===== src/rtl/pipeline_hazard_ctrl.sv =====
// pipeline_hazard_ctrl: hazard and sequencing controller for the 5-stage RV32I pipeline.
// It drives the stall, bubble and flush controls around execute, plus the operand
// forwarding selects. It freezes the pipe during data-memory wait states and keeps
// stall/flush cycle counters.
//
// Build option: FORWARDING_EN
//   defined   - EX/MEM and MEM/WB forwarding is active; only load-use hazards stall.
//   undefined - forwarding selects are tied to 00; any RAW dependency on ex/mem/wb stalls.
//
// state    | meaning
// ---------+-------------------------------------------------------------
// RUN      | normal issue; hazards, redirects and memory waits evaluated
// MEM_WAIT | data memory busy, whole pipeline frozen
// FLUSH    | post-redirect window, IF/ID killed while flush_left runs down
//
// Stalls, bubbles and flushes are Mealy outputs: they must act in the same cycle
// as the hazard, memory wait or redirect that causes them.
module pipeline_hazard_ctrl #(
   parameter int FLUSH_CYCLES = 2,
   parameter int CNT_W        = 32
) (
   input  logic             clk,
   input  logic             rst_n,
   input  logic [4:0]       id_rs1_num,
   input  logic [4:0]       id_rs2_num,
   input  logic             id_uses_rs1,
   input  logic             id_uses_rs2,
   input  logic [4:0]       ex_rd_num,
   input  logic             ex_reg_write,
   input  logic             ex_is_load,
   input  logic [4:0]       mem_rd_num,
   input  logic             mem_reg_write,
   input  logic [4:0]       wb_rd_num,
   input  logic             wb_reg_write,
   input  logic             branch_taken,
   input  logic             mem_req,
   input  logic             mem_ready,
   output logic             stall_if,
   output logic             stall_id,
   output logic             stall_ex,
   output logic             stall_mem,
   output logic             bubble_ex,
   output logic             flush_if_id,
   output logic [1:0]       fwd_a_sel,
   output logic [1:0]       fwd_b_sel,
   output logic [CNT_W-1:0] stall_cnt,
   output logic [CNT_W-1:0] flush_cnt
);

   typedef enum logic [1:0] {
      RUN      = 2'd0,
      MEM_WAIT = 2'd1,
      FLUSH    = 2'd2
   } state_t;

   // A redirect counts its own RUN cycle as the first flush cycle, so it loads one
   // less than a flush that starts after a memory wait. Either way the IF/ID kill
   // lasts FLUSH_CYCLES cycles in total.
   localparam logic [2:0] FL_LOAD_REDIR = 3'(FLUSH_CYCLES - 1);
   localparam logic [2:0] FL_LOAD_WAIT  = 3'(FLUSH_CYCLES);
   localparam bit         FL_MULTI      = (FLUSH_CYCLES > 1);

   state_t     state;
   logic [2:0] flush_left;
   logic       pend_flush;

   logic src1_ok;
   logic src2_ok;
   logic ex_hit;
   logic load_use;
   logic data_stall;
   logic mem_wait;
   logic [1:0] fwd_a;
   logic [1:0] fwd_b;

   // Decode source matching against in-flight destinations; x0 never matches.
   always_comb begin
      src1_ok  = id_uses_rs1 && (id_rs1_num != 5'd0);
      src2_ok  = id_uses_rs2 && (id_rs2_num != 5'd0);
      ex_hit   = ex_reg_write && (ex_rd_num != 5'd0) &&
                 ((src1_ok && (id_rs1_num == ex_rd_num)) ||
                  (src2_ok && (id_rs2_num == ex_rd_num)));
      load_use = ex_is_load && ex_hit;
      mem_wait = mem_req && !mem_ready;
   end

`ifdef FORWARDING_EN
   // Forward selects: memory stage is younger, so it wins over writeback.
   always_comb begin
      fwd_a = 2'b00;
      fwd_b = 2'b00;
      if (mem_reg_write && (mem_rd_num != 5'd0) && (mem_rd_num == id_rs1_num))
         fwd_a = 2'b01;
      else if (wb_reg_write && (wb_rd_num != 5'd0) && (wb_rd_num == id_rs1_num))
         fwd_a = 2'b10;
      if (mem_reg_write && (mem_rd_num != 5'd0) && (mem_rd_num == id_rs2_num))
         fwd_b = 2'b01;
      else if (wb_reg_write && (wb_rd_num != 5'd0) && (wb_rd_num == id_rs2_num))
         fwd_b = 2'b10;
      data_stall = load_use;
   end
`else
   // Without forwarding, a source must wait until its producer has left writeback.
   logic mem_hit;
   logic wb_hit;

   always_comb begin
      mem_hit = mem_reg_write && (mem_rd_num != 5'd0) &&
                ((src1_ok && (id_rs1_num == mem_rd_num)) ||
                 (src2_ok && (id_rs2_num == mem_rd_num)));
      wb_hit  = wb_reg_write && (wb_rd_num != 5'd0) &&
                ((src1_ok && (id_rs1_num == wb_rd_num)) ||
                 (src2_ok && (id_rs2_num == wb_rd_num)));
      data_stall = load_use || ex_hit || mem_hit || wb_hit;
      fwd_a      = 2'b00;
      fwd_b      = 2'b00;
   end
`endif

   // Pipeline controls; priority is memory wait, then redirect, then data hazard.
   always_comb begin
      stall_if    = 1'b0;
      stall_id    = 1'b0;
      stall_ex    = 1'b0;
      stall_mem   = 1'b0;
      bubble_ex   = 1'b0;
      flush_if_id = 1'b0;
      fwd_a_sel   = 2'b00;
      fwd_b_sel   = 2'b00;
      if (rst_n) begin
         fwd_a_sel = fwd_a;
         fwd_b_sel = fwd_b;
         case (state)
            RUN: begin
               if (mem_wait) begin
                  stall_if  = 1'b1;
                  stall_id  = 1'b1;
                  stall_ex  = 1'b1;
                  stall_mem = 1'b1;
               end else if (branch_taken) begin
                  flush_if_id = 1'b1;
                  bubble_ex   = 1'b1;
               end else if (data_stall) begin
                  stall_if  = 1'b1;
                  stall_id  = 1'b1;
                  bubble_ex = 1'b1;
               end
            end
            MEM_WAIT: begin
               if (!mem_ready) begin
                  stall_if  = 1'b1;
                  stall_id  = 1'b1;
                  stall_ex  = 1'b1;
                  stall_mem = 1'b1;
               end
            end
            FLUSH: begin
               flush_if_id = 1'b1;
               if (mem_wait) begin
                  stall_if  = 1'b1;
                  stall_id  = 1'b1;
                  stall_ex  = 1'b1;
                  stall_mem = 1'b1;
               end
            end
            default: ;
         endcase
      end
   end

   // Sequencing state, flush down-counter and the flush deferred across a memory wait.
   always_ff @(posedge clk or negedge rst_n) begin
      if (!rst_n) begin
         state      <= RUN;
         flush_left <= 3'd0;
         pend_flush <= 1'b0;
      end else begin
         case (state)
            RUN: begin
               if (mem_wait) begin
                  state      <= MEM_WAIT;
                  pend_flush <= branch_taken;
               end else if (branch_taken) begin
                  flush_left <= FL_LOAD_REDIR;
                  if (FL_MULTI)
                     state <= FLUSH;
               end
            end
            MEM_WAIT: begin
               if (mem_ready) begin
                  pend_flush <= 1'b0;
                  if (pend_flush) begin
                     state      <= FLUSH;
                     flush_left <= FL_LOAD_WAIT;
                  end else begin
                     state <= RUN;
                  end
               end
            end
            FLUSH: begin
               if (!mem_wait) begin
                  flush_left <= flush_left - 3'd1;
                  if (flush_left <= 3'd1)
                     state <= RUN;
               end
            end
            default: state <= RUN;
         endcase
      end
   end

   // Performance counters, free-running and wrapping.
   always_ff @(posedge clk or negedge rst_n) begin
      if (!rst_n) begin
         stall_cnt <= '0;
         flush_cnt <= '0;
      end else begin
         if (stall_if)
            stall_cnt <= stall_cnt + 1'b1;
         if (flush_if_id)
            flush_cnt <= flush_cnt + 1'b1;
      end
   end

endmodule

===== config.mk =====
export PLATFORM = sky130hd
export DESIGN_NAME = pipeline_hazard_ctrl
export DESIGN_NICKNAME = d
export VERILOG_FILES = /design/src/rtl/pipeline_hazard_ctrl.sv
export SDC_FILE = /design/constraint.sdc
export NUM_CORES = 1
export LEC_CHECK = 0
export BUFFER_PORTS_ARGS = -buffer_cell sky130_fd_sc_hd__buf_2
export CAP_MARGIN = 10
export CELL_PAD_IN_SITES_DETAIL_PLACEMENT = 0
export CELL_PAD_IN_SITES_GLOBAL_PLACEMENT = 1
export CORE_ASPECT_RATIO = 0.7
export CORE_UTILIZATION = 40
export CTS_CLUSTER_SIZE = 40
export DETAILED_ROUTE_END_ITERATION = 7
export MAX_ROUTING_LAYER = met4
export PLACE_DENSITY = 0.81
export SYNTH_ARGS = -nofsm -noshare
export SYNTH_HDL_FRONTEND = slang
export SYNTH_SLANG_ARGS = --single-unit

===== constraint.sdc =====
create_clock -name clk -period 3.5 [get_ports clk]
set_input_delay 0.7 -clock clk [delete_from_list [all_inputs] [get_ports clk]]
set_output_delay 0.7 -clock clk [all_outputs]
set_load 0.01 [all_outputs]

==> flow_metrics.py, run 1 <==
metrics = {
    "synthesis": {
        "synth_edf_count": 0,
        "yosys.area.top_type": "dfrtp_1",
        "ys_warn_count": 0,
        "netlist_area_um2": 4001,
        "ys_types": 48,
        "synth_async_sr_flop_share": 1.000,
        "netlist_instances": 397,
        "syn_area_per_cell_um2": 10.08,
        "synth_top_cell_area_share": 0.4378,
        "synth_seq_cells": 70,
        "ys_top_cells_by_area": "dfrtp_1 44%, xnor2_1 11%, xor2_1 9.0%, nand3_1 4.1%, a211oi_1 2.8%",
        "ys_seq_area_frac": 0.4378,
        "synthFlopType": "dfrtp_1",
    },
    "clock_tree": {
        "tritoncts_num_sinks": 70,
        "clk_pin_slew_ns": 0.06,
        "cts_max_path_buffers": 2,
        "cts_htree_levels": 3,
        "cts_tree": "built",
        "numCtsBuffers": 9,
        "post_cts_buffers": 0,
        "ctsHoldBuffers": 0,
        "ctsResizeCount": 0,
        "clockRootBuffer": "clkbuf_16",
        "insertion_delay_ns": 0.32,
    },
    "route": {
        "wl_um": 9513,
        "viasPerCell": 5.293,
        "drt_iter0_markers": 217,
        "drc_errors": 0,
        "via_count": 3356,
        "wl_per_cell_um": 15.00,
        "ant_nets": 0,
        "dr.pass1.iters": 4,
    },
    "grt": {
        "grt_pass1_vias": 3203,
        "grt_start_max_net_pins": 45,
        "gr-total-overflow": 0,
        "grt_usage": 0.1994,
        "antenna_found_initial": 0,
        "grt_pass1_wl_um": 15880,
    },
    "layout": {
        "nFillCells": 881,
        "fin_util": 0.5076,
        "n_antenna_cell": 0,
        "layout_common_cells": "104 x buf_2, 70 x dfrtp_1, 51 x xnor2_1, 41 x xor2_1, 33 x nand3_1",
        "layout.nets": 544,
        "area_delta_synth_final_pct": 23.33,
        "design_area_um2": 4935,
        "multi_input_area_um2": 2100,
        "final_common_cell": "buf_2",
        "seq_area_um2": 1752,
        "drive_above_1_share": 0.2668,
    },
    "timing": {
        "finalClockSkew_ns": 0.004598,
        "finalCriticalPeriod_ns": 3.217,
        "whs_ns": 0.4261,
        "finalSetupViolations": 0,
        "relSlewSlack": 0.5903,
        "fin_tns_setup_ns": 0,
        "worstMarginPinSlew_ns": 0.6089,
        "fmaxAchievable_ghz": 0.3108,
        "hold_viol": 0,
        "rsz0062_at_grt": "false",
        "finalCritPeriodShare": 0.9191,
        "slew_viol_final": 0,
    },
    "critical_path": {
        "crit_family": "compound AO/OA/AOI/OAI gates",
        "cp_max_fo": 4,
        "worst_path_most_repeated_cell": "buf_2",
        "cp.required_ns": 2.80,
        "cp-start-kind": "primary input",
        "cp-end-kind": "primary output",
        "slowest_stage": "or4_1",
        "crit_buf_inv": 2,
        "cp_cell_sequence": "buf_2 -> or4_1 -> o21ai_0 -> nor4_1 -> o21ba_2 -> o31ai_4 -> a21oi_2 -> buf_2",
        "crit_arrival_ns": 2.52,
        "critPathKind": "primary input to primary output",
        "cpPeakStageDelay_ns": 0.51,
    },
    "placement": {
        "placed_area_um2": 4637,
        "gp_congestion": 0.8698,
        "hpwl_um": 6978,
        "port_buffers": 104,
    },
    "pwr": {
        "p_leak_nw": 2.401,
        "powerDensity_nw_per_um2": 515.7,
        "vdd.ir_drop.worst_mv": 0.2866,
    },
    "floorplan": {
        "start_util": 0.4116,
        "die_area_um2": 10410,
        "core-area_um2": 9722,
        "fp.dieW_um": 121.5,
        "pin_count": 110,
        "rows": 30,
        "fp.dieH_um": 85.68,
    },
    "status": {
        "status": "finished, final reports clean",
    },
    "min_path": {
        "worstHoldPathType": "primary input to asynchronous set/reset pin",
    },
    "flow_run": {
        "cap_viol_max_count": 0,
    },
}
-- power breakdown --
group / switching [mW] / leakage (nW) / internal [mW]
clock network: 0.352 / 0.142 / 0.554
logic: 0.383 / 1.33 / 0.262
registers: 0.0955 / 0.927 / 0.898
total: 0.831 / 2.40 / 1.71
-- synth_stat cells, types with 2 or more instances --
library cell	instances
dfrtp_1	70
xnor2_1	51
xor2_1	41
nand3_1	33
nand2_1	28
a211oi_1	15
inv_1	14
nand4_1	13
and3_1	12
clkbuf_1	12
nor2_1	12
a2111oi_0	11
nor4_1	9
buf_4	8
ha_1	7
nor2b_1	6
o21ai_0	6
or4_1	5
a21oi_1	3
and2_1	3
and4_1	3
nand2b_1	3
o211ai_1	3
o21ai_1	3
a32o_1	2
o21ba_2	2
-- worst reg2reg max path, delay by kind of cell (launching register included) --
kind | cells | cell delay (ns)
AND/OR/NAND/NOR | 5 | 1.54
flip-flops | 1 | 0.43
AO/OA/AOI/OAI | 1 | 0.28
XOR/XNOR | 1 | 0.19
-- metal layers --
metal  up-vias  share of wire  wire (um)  GRT usage
li1       1619              -          -          -
met1      1631           0.49       4645     0.2714
met2        98           0.46       4376     0.3042
met3         8          0.046        436    0.03989
met4         0         0.0059         56    0.04826
met5         -              0          0          -
-- state kept, by name, summed over array words and instances, names as in the netlist --
name,count
flush_cnt,32
flush_left,3
pend_flush,1
stall_cnt,32
state,2
-- kinds of logic after synthesis --
group	Yosys count	synth area share
XOR/XNOR	92	0.2014
buffers and inverters	35	0.04034
multiplexers	2	0.005628
other	1	0.0009372
AO/OA/AOI/OAI	59	0.1170
flip-flops	70	0.4378
adder cells (fa/ha/maj)	7	0.02189
AND/OR/NAND/NOR	131	0.1751
-- worst paths after layout --
kind	startpoint	to	slack (ns)	depth (start not counted)
max	wb_rd_num[1]	stall_if	0.28	8
min	rst_n	stall_cnt[1]	0.43	2
max reg2reg	stall_cnt[11]	stall_cnt[31]	0.97	7
min reg2reg	flush_cnt[31]	flush_cnt[31]	0.47	1
max in group asynchronous	rst_n	stall_cnt[20]	2.56	2
min in group clk	flush_cnt[31]	flush_cnt[31]	0.47	1
-- through the flow --
step                      worst slack (ns)  total power, mW  instances
final                               0.2830            2.545        634
after global routing                0.1986            2.688        634
after CTS                           0.2828            2.572        634
after detailed placement            0.2755            1.655        618
after global placement              0.3114            1.636        618
after floorplan                     0.4194            1.421        400
-- area by class of cell --
| class | count | share of cell area |
|---|---|---|
| Multi-Input combinational cell | 295 | 0.4255 |
| Sequential cell | 70 | 0.3550 |
| Timing Repair Buffer | 111 | 0.1161 |
| Clock buffer | 9 | 0.04564 |
| Tap cell | 128 | 0.03245 |
| Clock inverter | 7 | 0.01471 |
| Inverter | 14 | 0.01065 |
(Power assumes the default switching activity.)
==> run 2: changes to the inputs <==
--- a/config.mk
+++ b/config.mk
@@ -14,7 +14,7 @@
 export CTS_CLUSTER_SIZE = 40
 export DETAILED_ROUTE_END_ITERATION = 7
 export MAX_ROUTING_LAYER = met4
-export PLACE_DENSITY = 0.81
+export PLACE_DENSITY_LB_ADDON = 0.1
 export SYNTH_ARGS = -nofsm -noshare
 export SYNTH_HDL_FRONTEND = slang
 export SYNTH_SLANG_ARGS = --single-unit
==> run 2 against run 1 <==
Net effect:
- clock-buffer cell count increased by 2
- combinational power is 1% higher
- power up 1.5%
- sequential share of layout area shrank 0.081 points
- via count fell by 0.12%
- critical endpoint is now bubble_ex
- largest power group unchanged
==> flow_metrics.py, run 2 (synthesis gave the netlist of run 1 again) <==
metrics = {
    "timing": {
        "finalCritPeriodShare": 0.9162,
        "finalClockSkew_ns": 0.003995,
        "hold_viol": 0,
        "fmaxAchievable_ghz": 0.3119,
        "fin_tns_setup_ns": 0,
        "rsz0062_at_grt": "false",
        "slew_viol_final": 0,
        "worstMarginPinSlew_ns": 0.7528,
        "relSlewSlack": 0.4954,
        "finalCriticalPeriod_ns": 3.207,
        "finalSetupViolations": 0,
    },
    "route": {
        "viasPerCell": 5.287,
        "wl_per_cell_um": 15.13,
        "drt_iter0_markers": 182,
        "wl_um": 9590,
        "ant_nets": 0,
        "via_count": 3352,
        "drc_errors": 0,
        "dr.pass1.iters": 4,
    },
    "critical_path": {
        "cp_max_fo": 3,
        "crit_family": "compound AO/OA/AOI/OAI gates",
        "r2r_slack_ns": 0.95,
        "cpPeakStageDelay_ns": 0.50,
        "cp.required_ns": 2.80,
        "rr_startpoint": "stall_cnt[11]",
        "crit_arrival_ns": 2.51,
        "reg2reg_depth": 6,
        "slowest_stage": "or4_1",
        "worst_path_most_repeated_cell": "buf_2",
        "cp-start-kind": "primary input",
        "cp-end-kind": "primary output",
        "crit_buf_inv": 2,
        "critPathKind": "primary input to primary output",
        "rr_endpoint": "stall_cnt[28]",
        "cp_cell_sequence": "buf_2 -> or4_1 -> o21ai_0 -> nor4_1 -> o21ba_2 -> o41a_1 -> buf_2",
    },
    "clock_tree": {
        "insertion_delay_ns": 0.33,
        "cts_max_path_buffers": 2,
        "tritoncts_num_sinks": 70,
        "cts_tree": "built",
        "clockRootBuffer": "clkbuf_16",
        "clk_pin_slew_ns": 0.06,
        "ctsHoldBuffers": 0,
        "ctsResizeCount": 0,
        "numCtsBuffers": 9,
        "post_cts_buffers": 0,
        "cts_htree_levels": 3,
    },
    "grt": {
        "grt_start_max_net_pins": 43,
        "gr-total-overflow": 0,
        "grt_usage": 0.1988,
        "antenna_found_initial": 0,
        "grt_pass1_wl_um": 15580,
        "grt_pass1_vias": 3089,
    },
    "placement": {
        "dp_cells": 618,
        "placed_area_um2": 4637,
        "hpwl_um": 7087,
        "port_buffers": 104,
        "gp_congestion": 0.8254,
    },
    "layout": {
        "largestRegisters": "flush_cnt (32), stall_cnt (32), flush_left (3)",
        "instances_no_fill": 634,
        "layout.nets": 544,
        "area_delta_synth_final_pct": 23.61,
        "drive_above_1_share": 0.2668,
        "layout_common_cells": "104 x buf_2, 70 x dfrtp_1, 51 x xnor2_1, 41 x xor2_1, 33 x nand3_1",
        "design_area_um2": 4946,
        "final_common_cell": "buf_2",
        "n_antenna_cell": 0,
    },
    "floorplan": {
        "start_util": 0.4116,
        "rows": 30,
        "pin_count": 110,
        "die_area_um2": 10410,
        "fp.dieH_um": 85.68,
        "fp.dieW_um": 121.5,
        "core-area_um2": 9722,
    },
    "pwr": {
        "vdd.ir_drop.worst_mv": 0.2619,
        "power.internal_mw": 1.753,
        "powerDensity_nw_per_um2": 522.4,
        "p_comb_frac": 0.254,
        "p_sw_frac": 0.3216,
        "p_sw_mw": 0.8310,
        "power_frac_seq": 0.385,
        "p_leak_nw": 2.410,
        "clkPwrFrac": 0.362,
    },
    "min_path": {
        "worstHoldPathType": "primary input to asynchronous set/reset pin",
    },
    "flow_run": {
        "cap_viol_max_count": 0,
    },
    "status": {
        "status": "finished, final reports clean",
    },
}
[run 2: cell types whose count changed in the layout (fill, tap and decap cells not counted)]
cell / previous run / this run
clkbuf_8: 0 / 2
clkinvlp_4: 2 / 1
inv_6: 2 / 1
[run 2: how the worst max path moves through the flow]
stage                       startpoint        end  depth (start not counted)
final                     wb_rd_num[1]  bubble_ex                          7
after global routing      wb_rd_num[1]   stall_id                          8
after CTS                 wb_rd_num[1]   stall_id                          8
after detailed placement  wb_rd_num[1]   stall_id                          8
after global placement    wb_rd_num[1]   stall_id                          8
after floorplan           wb_rd_num[1]   stall_if                          7
[run 2: area by class of cell]
cell class              count  area, um^2
repair buffers            111       573.1
multi-input cells         295        2100
inverters                  14       52.55
clock inverters             5       56.30
fillers                   939        4776
well taps                 128       160.2
clock buffers              11       252.7
flip-flops and latches     70        1752
[run 2: layer usage]
layer / wire, um / track usage / vias to the layer above
met5: 0 / - / -
met4: 45 / 0.04040 / 0
met3: 418 / 0.04787 / 8
met2: 4191 / 0.2794 / 88
met1: 4934 / 0.2876 / 1632
li1: - / - / 1624
[run 2: power groups by stage]
stage                     sequential, mW  combinational (mW)  clock [mW]
after floorplan                     1.02               0.406           0
after global placement              1.00               0.642           0
after detailed placement            1.01               0.657           0
after CTS                          0.994               0.662       0.955
after global routing                1.01               0.732       0.998
final                              0.994               0.655       0.935
[run 2: through the flow]
step / utilization / hold WS, ns / worst slack (ns) / power (mW)
after floorplan: - / 0.4044 / 0.4194 / 1.421
after global placement: 0.4770 / 0.4518 / 0.3236 / 1.647
after detailed placement: 0.4770 / 0.4593 / 0.2932 / 1.665
after CTS: 0.5088 / 0.2120 / 0.2877 / 2.611
after global routing: 0.5088 / 0.2146 / 0.1871 / 2.740
final: 0.5088 / 0.2142 / 0.2934 / 2.584
